### src/rtl/sprite_overlay_compositor_pkg.sv
// Shared sprite slot type, coordinate widths and the strict-bound distance test.
// sprite_t fields are sized to the default widths; narrower instances zero-extend into them.
package sprite_pkg;

  localparam int SPR_X_W      = 10;
  localparam int SPR_Y_W      = 9;
  localparam int SPR_COLOR_W  = 24;
  localparam int CRD_W        = (SPR_X_W > SPR_Y_W) ? SPR_X_W : SPR_Y_W;
  localparam int CMP_W        = CRD_W + 2;
  localparam int DEFAULT_HALF = 20;

  typedef struct packed {
    logic                   en;
    logic                   blink;
    logic [SPR_X_W-1:0]     x;
    logic [SPR_Y_W-1:0]     y;
    logic [SPR_COLOR_W-1:0] color;
  } sprite_t;

  // Signed difference two bits wider than the coordinates, so edges never wrap.
  function automatic logic abs_diff_lt(input logic [CRD_W-1:0] a,
                                       input logic [CRD_W-1:0] b,
                                       input logic [CRD_W-1:0] half);
    logic signed [CMP_W-1:0] d;
    d = $signed({2'b00, a}) - $signed({2'b00, b});
    if (d < 0) d = -d;
    return d < $signed({2'b00, half});
  endfunction

endpackage

### src/rtl/sprite_overlay_compositor_if.sv
// Sprite slot update port (valid/ready); game/touch logic is the master.
interface sprite_overlay_compositor_if
  import sprite_pkg::*;
#(
  parameter int N_SPRITES = 4,
  parameter int X_W       = SPR_X_W,
  parameter int Y_W       = SPR_Y_W,
  parameter int COLOR_W   = SPR_COLOR_W
);
  localparam int IDX_W = (N_SPRITES > 1) ? $clog2(N_SPRITES) : 1;

  logic               iUpdValid;
  logic               oUpdReady;
  logic [IDX_W-1:0]   iUpdIdx;
  logic               iUpdEn;
  logic [X_W-1:0]     iUpdX;
  logic [Y_W-1:0]     iUpdY;
  logic [COLOR_W-1:0] iUpdColor;
  logic               iUpdBlink;

  modport master (output iUpdValid, iUpdIdx, iUpdEn, iUpdX, iUpdY, iUpdColor, iUpdBlink,
                  input  oUpdReady);
  modport slave  (input  iUpdValid, iUpdIdx, iUpdEn, iUpdX, iUpdY, iUpdColor, iUpdBlink,
                  output oUpdReady);
endinterface

### src/rtl/sprite_overlay_compositor_hit_cmp.sv
// Combinational per-slot hit test: enabled, not blanked by blink, and inside the square.
module sprite_hit_cmp
  import sprite_pkg::*;
#(
  parameter int X_W  = SPR_X_W,
  parameter int Y_W  = SPR_Y_W,
  parameter int HALF = DEFAULT_HALF
) (
  input  sprite_t        spr,
  input  logic           blink_off,
  input  logic [X_W-1:0] px,
  input  logic [Y_W-1:0] py,
  output logic           hit
);

  always_comb begin
    hit = spr.en & ~(spr.blink & blink_off)
        & abs_diff_lt(CRD_W'(spr.x), CRD_W'(px), CRD_W'(HALF))
        & abs_diff_lt(CRD_W'(spr.y), CRD_W'(py), CRD_W'(HALF));
  end

endmodule

### src/rtl/sprite_overlay_compositor.sv
// Sprite overlay compositor: shadow/active slot banks, frame-start commit, 2-stage pixel pipe.
// Optional blink support via SPRITE_BLINK_EN (8-bit frame counter, bit 4 blanks blink slots).
module sprite_overlay_compositor
  import sprite_pkg::*;
#(
  parameter int N_SPRITES = 4,
  parameter int X_W       = SPR_X_W,
  parameter int Y_W       = SPR_Y_W,
  parameter int HALF      = DEFAULT_HALF,
  parameter int COLOR_W   = SPR_COLOR_W
) (
  input  logic                         iCLK,
  input  logic                         iRST,
  input  logic                         iNewFrame,
  input  logic [COLOR_W-1:0]           iBgColor,
  sprite_overlay_compositor_if.slave   upd,
  input  logic                         iPixValid,
  input  logic [X_W-1:0]               iX,
  input  logic [Y_W-1:0]               iY,
  output logic [COLOR_W-1:0]           oColor,
  output logic                         oColorValid
);

  localparam int IDX_W = (N_SPRITES > 1) ? $clog2(N_SPRITES) : 1;

  sprite_t              shadow [N_SPRITES];
  sprite_t              active [N_SPRITES];
  sprite_t              upd_word;
  logic                 blink_off;
  logic [N_SPRITES-1:0] hit;
  logic [N_SPRITES-1:0] hit_s1;
  logic [COLOR_W-1:0]   col_s1 [N_SPRITES];
  logic [COLOR_W-1:0]   bg_s1;
  logic                 vld_s1;
  logic [COLOR_W-1:0]   sel_color;
  logic                 sel_found;

  assign upd.oUpdReady = ~iRST & ~iNewFrame;

  always_comb begin
    upd_word       = '0;
    upd_word.en    = upd.iUpdEn;
    upd_word.blink = upd.iUpdBlink;
    upd_word.x     = SPR_X_W'(upd.iUpdX);
    upd_word.y     = SPR_Y_W'(upd.iUpdY);
    upd_word.color = SPR_COLOR_W'(upd.iUpdColor);
  end

  // Commit has priority and ready is low then, so a write never races the copy.
  // Out-of-range indices match no slot and are silently dropped.
  always_ff @(posedge iCLK) begin
    if (iRST) begin
      for (int unsigned i = 0; i < N_SPRITES; i++) begin
        shadow[i] <= '0;
        active[i] <= '0;
      end
    end else if (iNewFrame) begin
      for (int unsigned i = 0; i < N_SPRITES; i++) active[i] <= shadow[i];
    end else if (upd.iUpdValid) begin
      for (int unsigned i = 0; i < N_SPRITES; i++)
        if (upd.iUpdIdx == IDX_W'(i)) shadow[i] <= upd_word;
    end
  end

`ifdef SPRITE_BLINK_EN
  logic [7:0] frame_cnt;

  always_ff @(posedge iCLK) begin
    if (iRST)           frame_cnt <= '0;
    else if (iNewFrame) frame_cnt <= frame_cnt + 8'd1;
  end

  assign blink_off = frame_cnt[4];
`else
  assign blink_off = 1'b0;
`endif

  for (genvar g = 0; g < N_SPRITES; g++) begin : g_cmp
    sprite_hit_cmp #(
      .X_W  (X_W),
      .Y_W  (Y_W),
      .HALF (HALF)
    ) u_cmp (
      .spr       (active[g]),
      .blink_off (blink_off),
      .px        (iX),
      .py        (iY),
      .hit       (hit[g])
    );
  end

  // Slot colours are captured with the hits so a commit in flight only affects later pixels.
  always_ff @(posedge iCLK) begin
    if (iRST) begin
      hit_s1 <= '0;
      bg_s1  <= '0;
      vld_s1 <= 1'b0;
      for (int unsigned i = 0; i < N_SPRITES; i++) col_s1[i] <= '0;
    end else begin
      hit_s1 <= hit;
      bg_s1  <= iBgColor;
      vld_s1 <= iPixValid;
      for (int unsigned i = 0; i < N_SPRITES; i++) col_s1[i] <= active[i].color[COLOR_W-1:0];
    end
  end

  always_comb begin
    sel_color = bg_s1;
    sel_found = 1'b0;
    for (int unsigned i = 0; i < N_SPRITES; i++) begin
      if (hit_s1[i] && !sel_found) begin
        sel_color = col_s1[i];
        sel_found = 1'b1;
      end
    end
  end

  always_ff @(posedge iCLK) begin
    if (iRST) begin
      oColor      <= '0;
      oColorValid <= 1'b0;
    end else begin
      oColor      <= sel_color;
      oColorValid <= vld_s1;
    end
  end

endmodule

### src/flat_wrapper.sv
// flat-port wrapper written by rule: the top's interface ports become plain ports
module sprite_overlay_compositor_flat import sprite_pkg::*;
#(
  parameter int N_SPRITES = 4,
  parameter int X_W       = SPR_X_W,
  parameter int Y_W       = SPR_Y_W,
  parameter int HALF      = DEFAULT_HALF,
  parameter int COLOR_W   = SPR_COLOR_W
)
  (iCLK, iRST, iNewFrame, iBgColor, iPixValid, iX, iY, oColor, oColorValid, upd_iUpdValid, upd_iUpdIdx, upd_iUpdEn, upd_iUpdX, upd_iUpdY, upd_iUpdColor, upd_iUpdBlink, upd_oUpdReady);
  sprite_overlay_compositor_if #(.N_SPRITES(N_SPRITES), .X_W(X_W), .Y_W(Y_W), .COLOR_W(COLOR_W)) upd_i ();
  input  logic iCLK;
  input  logic iRST;
  input  logic iNewFrame;
  input  logic [COLOR_W-1:0] iBgColor;
  input  logic iPixValid;
  input  logic [X_W-1:0] iX;
  input  logic [Y_W-1:0] iY;
  output logic [COLOR_W-1:0] oColor;
  output logic oColorValid;
  input wire logic [$bits(upd_i.iUpdValid)-1:0] upd_iUpdValid;
  input wire logic [$bits(upd_i.iUpdIdx)-1:0] upd_iUpdIdx;
  input wire logic [$bits(upd_i.iUpdEn)-1:0] upd_iUpdEn;
  input wire logic [$bits(upd_i.iUpdX)-1:0] upd_iUpdX;
  input wire logic [$bits(upd_i.iUpdY)-1:0] upd_iUpdY;
  input wire logic [$bits(upd_i.iUpdColor)-1:0] upd_iUpdColor;
  input wire logic [$bits(upd_i.iUpdBlink)-1:0] upd_iUpdBlink;
  output wire logic [$bits(upd_i.oUpdReady)-1:0] upd_oUpdReady;
  assign upd_i.iUpdValid = upd_iUpdValid;
  assign upd_i.iUpdIdx = upd_iUpdIdx;
  assign upd_i.iUpdEn = upd_iUpdEn;
  assign upd_i.iUpdX = upd_iUpdX;
  assign upd_i.iUpdY = upd_iUpdY;
  assign upd_i.iUpdColor = upd_iUpdColor;
  assign upd_i.iUpdBlink = upd_iUpdBlink;
  assign upd_oUpdReady = upd_i.oUpdReady;
  sprite_overlay_compositor #(.N_SPRITES(N_SPRITES), .X_W(X_W), .Y_W(Y_W), .HALF(HALF), .COLOR_W(COLOR_W)) u_core (.iCLK(iCLK), .iRST(iRST), .iNewFrame(iNewFrame), .iBgColor(iBgColor), .upd(upd_i), .iPixValid(iPixValid), .iX(iX), .iY(iY), .oColor(oColor), .oColorValid(oColorValid));
endmodule
### config.mk
export PLATFORM = sky130hd
export DESIGN_NAME = sprite_overlay_compositor_flat
export DESIGN_NICKNAME = d
export VERILOG_FILES = /design/src/rtl/sprite_overlay_compositor_pkg.sv /design/src/rtl/sprite_overlay_compositor_if.sv /design/src/rtl/sprite_overlay_compositor_hit_cmp.sv /design/src/rtl/sprite_overlay_compositor.sv /design/src/flat_wrapper.sv
export SDC_FILE = /design/constraint.sdc
export NUM_CORES = 1
export LEC_CHECK = 0
export ABC_AREA = 1
export BUFFER_PORTS_ARGS = -buffer_cell sky130_fd_sc_hd__buf_2
export CORE_MARGIN = 8
export CORE_UTILIZATION = 46
export DETAILED_ROUTE_END_ITERATION = 10
export HOLD_SLACK_MARGIN = 0.05
export PLACE_DENSITY = 0.63
export REMOVE_ABC_BUFFERS = 1
export SYNTH_ARGS = -nofsm -noshare
export SYNTH_HDL_FRONTEND = slang
export SYNTH_SLANG_ARGS = --single-unit
### constraint.sdc
create_clock -name iCLK -period 6.2 [get_ports iCLK]
set_input_delay 1.55 -clock iCLK [delete_from_list [all_inputs] [get_ports iCLK]]
set_output_delay 1.55 -clock iCLK [all_outputs]
set_load 0.02 [all_outputs]
# == After elaboration in Yosys (flattened, before gate mapping) ==
# Memory sizes are Yosys's and may differ from the RTL's.
# Index checks and enable logic that the tools add are counted.
# Widths: inputs -> output; s select.
# totals
register_bits,54
ram_bits,456
output_inout_bits,26
word_cells,126
memories,3
# classes
n_addsub,16
order_cmp,16
n_eq_ne,3
mux,53
n_bitwise,23
reduce_logical,7
# mem_list
name,words,word_bits,rd,rd_clocked_by_memory_dff,wr,line_no,source
u_core.active,4,45,4,0,4,sprite_overlay_compositor.sv:27,sprite_t active [N_SPRITES];
u_core.shadow,4,45,4,0,4,sprite_overlay_compositor.sv:26,sprite_t shadow [N_SPRITES];
u_core.col_s1,4,24,4,0,4,sprite_overlay_compositor.sv:32,logic [COLOR_W-1:0] col_s1 [N_SPRITES];
# op_table
operator,n
$mux 45,8
$mux 24,8
$lt 12x6->1 const B,8
$mux 12,8
$neg 10->12,4
$neg 11->12,4
$lt 11x1->1 const B,4
$sub 10x10->11,4
$lt 10x1->1 const B,4
$sub 9x9->10,4
$mux 1,29
$or 1x1->1,12
$and 1x1->1,9
$eq 2x2->1 const B,2
$logic_and 1x1->1,3
$logic_not 1->1,3
$eq 2x1->1 const B,1
$logic_not 2->1,1
$not 1->1,2

# == Logic depth before layout (Yosys ltp) ==
# logic_depth
word_depth,10
depth_mapped,18
depth_no_buf,18

# == Modules after synthesis ==
# Synthesis repeated with hierarchy kept, for this count alone.
# unflattened
cells_unflattened,2920
area_unflattened_um2,24892.6
# modules_own_cells
mod,instances,cells_each,area_per_inst_um2
sprite_overlay_compositor,1,1688,18607.8
sprite_hit_cmp (u_core.g_cmp[0].u_cmp ...),2,309,1566.5
sprite_hit_cmp (u_core.g_cmp[2].u_cmp),1,325,1644.1
sprite_hit_cmp (u_core.g_cmp[1].u_cmp),1,289,1507.7

# == Least setup slack after synthesis ==
# OpenSTA, ideal clock, no wires.
# synth_path
path_kind,input -> register
startpoint,input port iRST
endpoint,memory u_core.active[0][0] in the netlist's numbering (enable)
setup_ns,0.527
t_arrival_ns,5.631
t_required_ns,5.673
setup_slack_ns,0.041
path_stages,4
path_buffers,2
path_cell_list,clkbuf_1 clkbuf_1 nor2_1 inv_1
# synth_rtl
element,line_no,source
"start, declared",flat_wrapper.sv:13,input logic iRST;
"end, declared",sprite_overlay_compositor.sv:27,

# == Worst setup path in the final report ==
# layout_path
startpoint,input port iRST
endpoint,output port upd_oUpdReady
# layout_between
elab_chain_len,2
# layout_lines
element,line_no,source
$not 1->1,sprite_overlay_compositor.sv:38,assign upd.oUpdReady = ~iRST & ~iNewFrame;
$and 1x1->1,sprite_overlay_compositor.sv:38,
"end, declared",flat_wrapper.sv:28,output wire logic [$bits(upd_i.oUpdReady)-1:0] upd_oUpdReady;
# Every way passes these cells.

==> metrics.csv <==
metric,value,unit
status,completed,
endpoint_kind,primary output,
grt_antenna_before_repair,1,
core_area,49100,um^2
wl_per_cell,14.9,um
gp_congestion,0.877,
htreeDepth,2,
cts_buffers,50,
cp.arrival,2340,ps
drtPass1Iterations,5,
post_dp_cell_area,24200,um^2
final_nets,2812,
drc,0,
final.setup.worst_slack,2310,ps
cts_max_path_buffers,3,
fill_cells,4479,
ys_ff_latch,502,
max_freq,257,MHz
p_leak,0.0124,uW
grt_usage,0.173,
fin_crit_sh,0.627,
path_class,input pin to primary output,
grt_max_degree,96,
antenna_left,0,
dpl_worst_slack,2020,ps
netlist_area,22900,um^2
cts_sinks,502,
power_density,301,nW/um^2
postCtsHoldBufs,0,
initial_utilization,0.467,
grt_first_pass_wirelength,79000,um
root_buffer,clkbuf_16,
drv_cap,0,
viasPerCell,4.75,
finalSetupViolations,0,
tightest_slew,1110,ps
cts_resized,0,
die_w,239,um
drt_iter0_markers,1035,
avgSynthCellArea,9.09,um^2
final_area,25900,um^2
synth-seq-area-share,0.593,
ys_async_sr_fraction,0,
rsz0062_at_grt,no,
grt_pass1_vias,15500,
ios,121,
drt-total-wl,49800,um
synthFlopType,edfxtp_1,
postCtsSetupRepairBufs,0,
numPortBuffers,119,
dp_hpwl,32600,um
path_max_fanout,39,
num_rows,81,
final_layout_size_suffix_gt1_frac,0.0994,
grt_overflow,0,
p_total,7780,uW
yosys.cell_types.count,43,
synth-edff-count,352,
relSlewSlack,0.259,
finalHoldViolCount,0,
peakVddDrop,198,uV
drv_slew,0,
vias,15900,
clock_latency,600,ps
clk_pin_slew,60,ps
cp.required,4650,ps
synth_cells,2518,
die_h,239,um
skew,36.9,ps
hold_class,register to register,
area_growth,13.1,%
worstSetupStartpointType,input pin,
n_antenna_cell,0,
tns,0,ps
period_needed,3890,ps
dieArea,57100,um^2
cts_tree,built,
ys_warn_count,0,
-- cell usage in the layout, fill, tap and decap left out, drive strengths merged, types with 2 or more instances in the layout --
| master | instances |
|---|---|
| nor3 | 11 |
| o21ai | 98 |
| o21bai | 10 |
| xor2 | 24 |
| nand3 | 143 |
| clkinv | 13 |
| xnor2 | 11 |
| nand4 | 16 |
| nor2 | 551 |
| inv | 515 |
| nor4 | 4 |
| or2 | 7 |
| edfxtp | 352 |
| o211ai | 2 |
| a31oi | 6 |
| ha | 76 |
| and2 | 6 |
| bufinv | 2 |
| nand3b | 10 |
| nand2 | 368 |
| clkbuf | 76 |
| a21oi | 69 |
| dfxtp | 150 |
| fa | 8 |
| a21o | 7 |
| buf | 136 |
-- through the flow --
stage	util	cells	hold slack, ps
2_1_floorplan	-	2445	388
3_3_place_gp	0.493	3245	392
3_5_place_dp	0.493	3245	403
4_1_cts	0.528	3339	410
5_1_grt	0.528	3339	437
6_report	0.528	3339	411
-- state kept, by name, summed over array words and instances (netlist names) --
register	flops
u_core.vld_s1	1
u_core.col_s1	96
u_core.shadow	176
u_core.bg_s1	24
u_core.oColorValid	1
u_core.active	176
u_core.oColor	24
u_core.hit_s1	4
-- critical path, cell delays in order --
cell and delay (ps):
buf_4 240, nor2_1 290, buf_2 240
-- area by class of cell --
class | instances | area, um^2 | share of cell area
clock inverter | 18 | 191 | 0.00740
inverter | 513 | 1930 | 0.0746
tap | 664 | 831 | 0.0321
timing repair buffer | 136 | 751 | 0.0290
multi-input combinational | 1430 | 7120 | 0.275
clock buffer | 76 | 1480 | 0.0572
sequential | 502 | 13600 | 0.524
-- synthesized netlist by cell type, types with 6 or more instances --
| cell type | count | share of area |
|---|---|---|
| nor3_2 | 6 | 0.0026 |
| a21oi_2 | 7 | 0.0027 |
| nand4_1 | 16 | 0.0044 |
| a31oi_1 | 6 | 0.0016 |
| nand3_1 | 140 | 0.031 |
| or2_2 | 6 | 0.0016 |
| ha_1 | 76 | 0.042 |
| dfxtp_1 | 150 | 0.13 |
| o21bai_1 | 10 | 0.0033 |
| nor2_1 | 544 | 0.089 |
| nand3b_1 | 10 | 0.0033 |
| clkbuf_1 | 66 | 0.011 |
| a21o_1 | 7 | 0.0023 |
| a21oi_1 | 62 | 0.014 |
| o21ai_0 | 92 | 0.020 |
| inv_1 | 508 | 0.083 |
| edfxtp_1 | 352 | 0.46 |
| nand2_2 | 7 | 0.0019 |
| nand2_1 | 361 | 0.059 |
| fa_1 | 8 | 0.0070 |
| xnor2_1 | 10 | 0.0038 |
| xor2_1 | 23 | 0.0088 |
-- cells by family after synthesis --
logic type | after synthesis | share of synthesized area
buffers and inverters | 586 | 0.0968
adders and majority gates | 84 | 0.0485
DFF | 502 | 0.593
AOI/OAI and AO/OA | 194 | 0.0464
xor gates and xnor gates | 35 | 0.0140
and+or+nand+nor | 1117 | 0.201
-- power breakdown --
group,leakage (uW),internal [uW],switching (uW)
Combinational,0.00666,310,610
Sequential,0.00490,3790,52.7
Clock,0.000814,1750,1270
-- routing by layer --
layer,track usage,up-vias,wire length [um]
met4,0.0673,2,1510
met1,0.217,7310,22200
met5,0,-,9
met3,0.0240,104,2050
li1,-,8119,-
met2,0.300,338,24100
-- path summary, 6_finish.rpt --
check                                     startpoint                 end  slack, ps  cells past startpoint
worst max register to register  u_core.active[0][33]    u_core.hit_s1[0]       3460                     17
worst min-delay path                   u_core.vld_s1  u_core.oColorValid        410                      2
worst max-delay path                            iRST       upd_oUpdReady       2310                      3
worst min register to register         u_core.vld_s1  u_core.oColorValid        410                      2
Note: power is estimated with default switching activity, not from simulation.
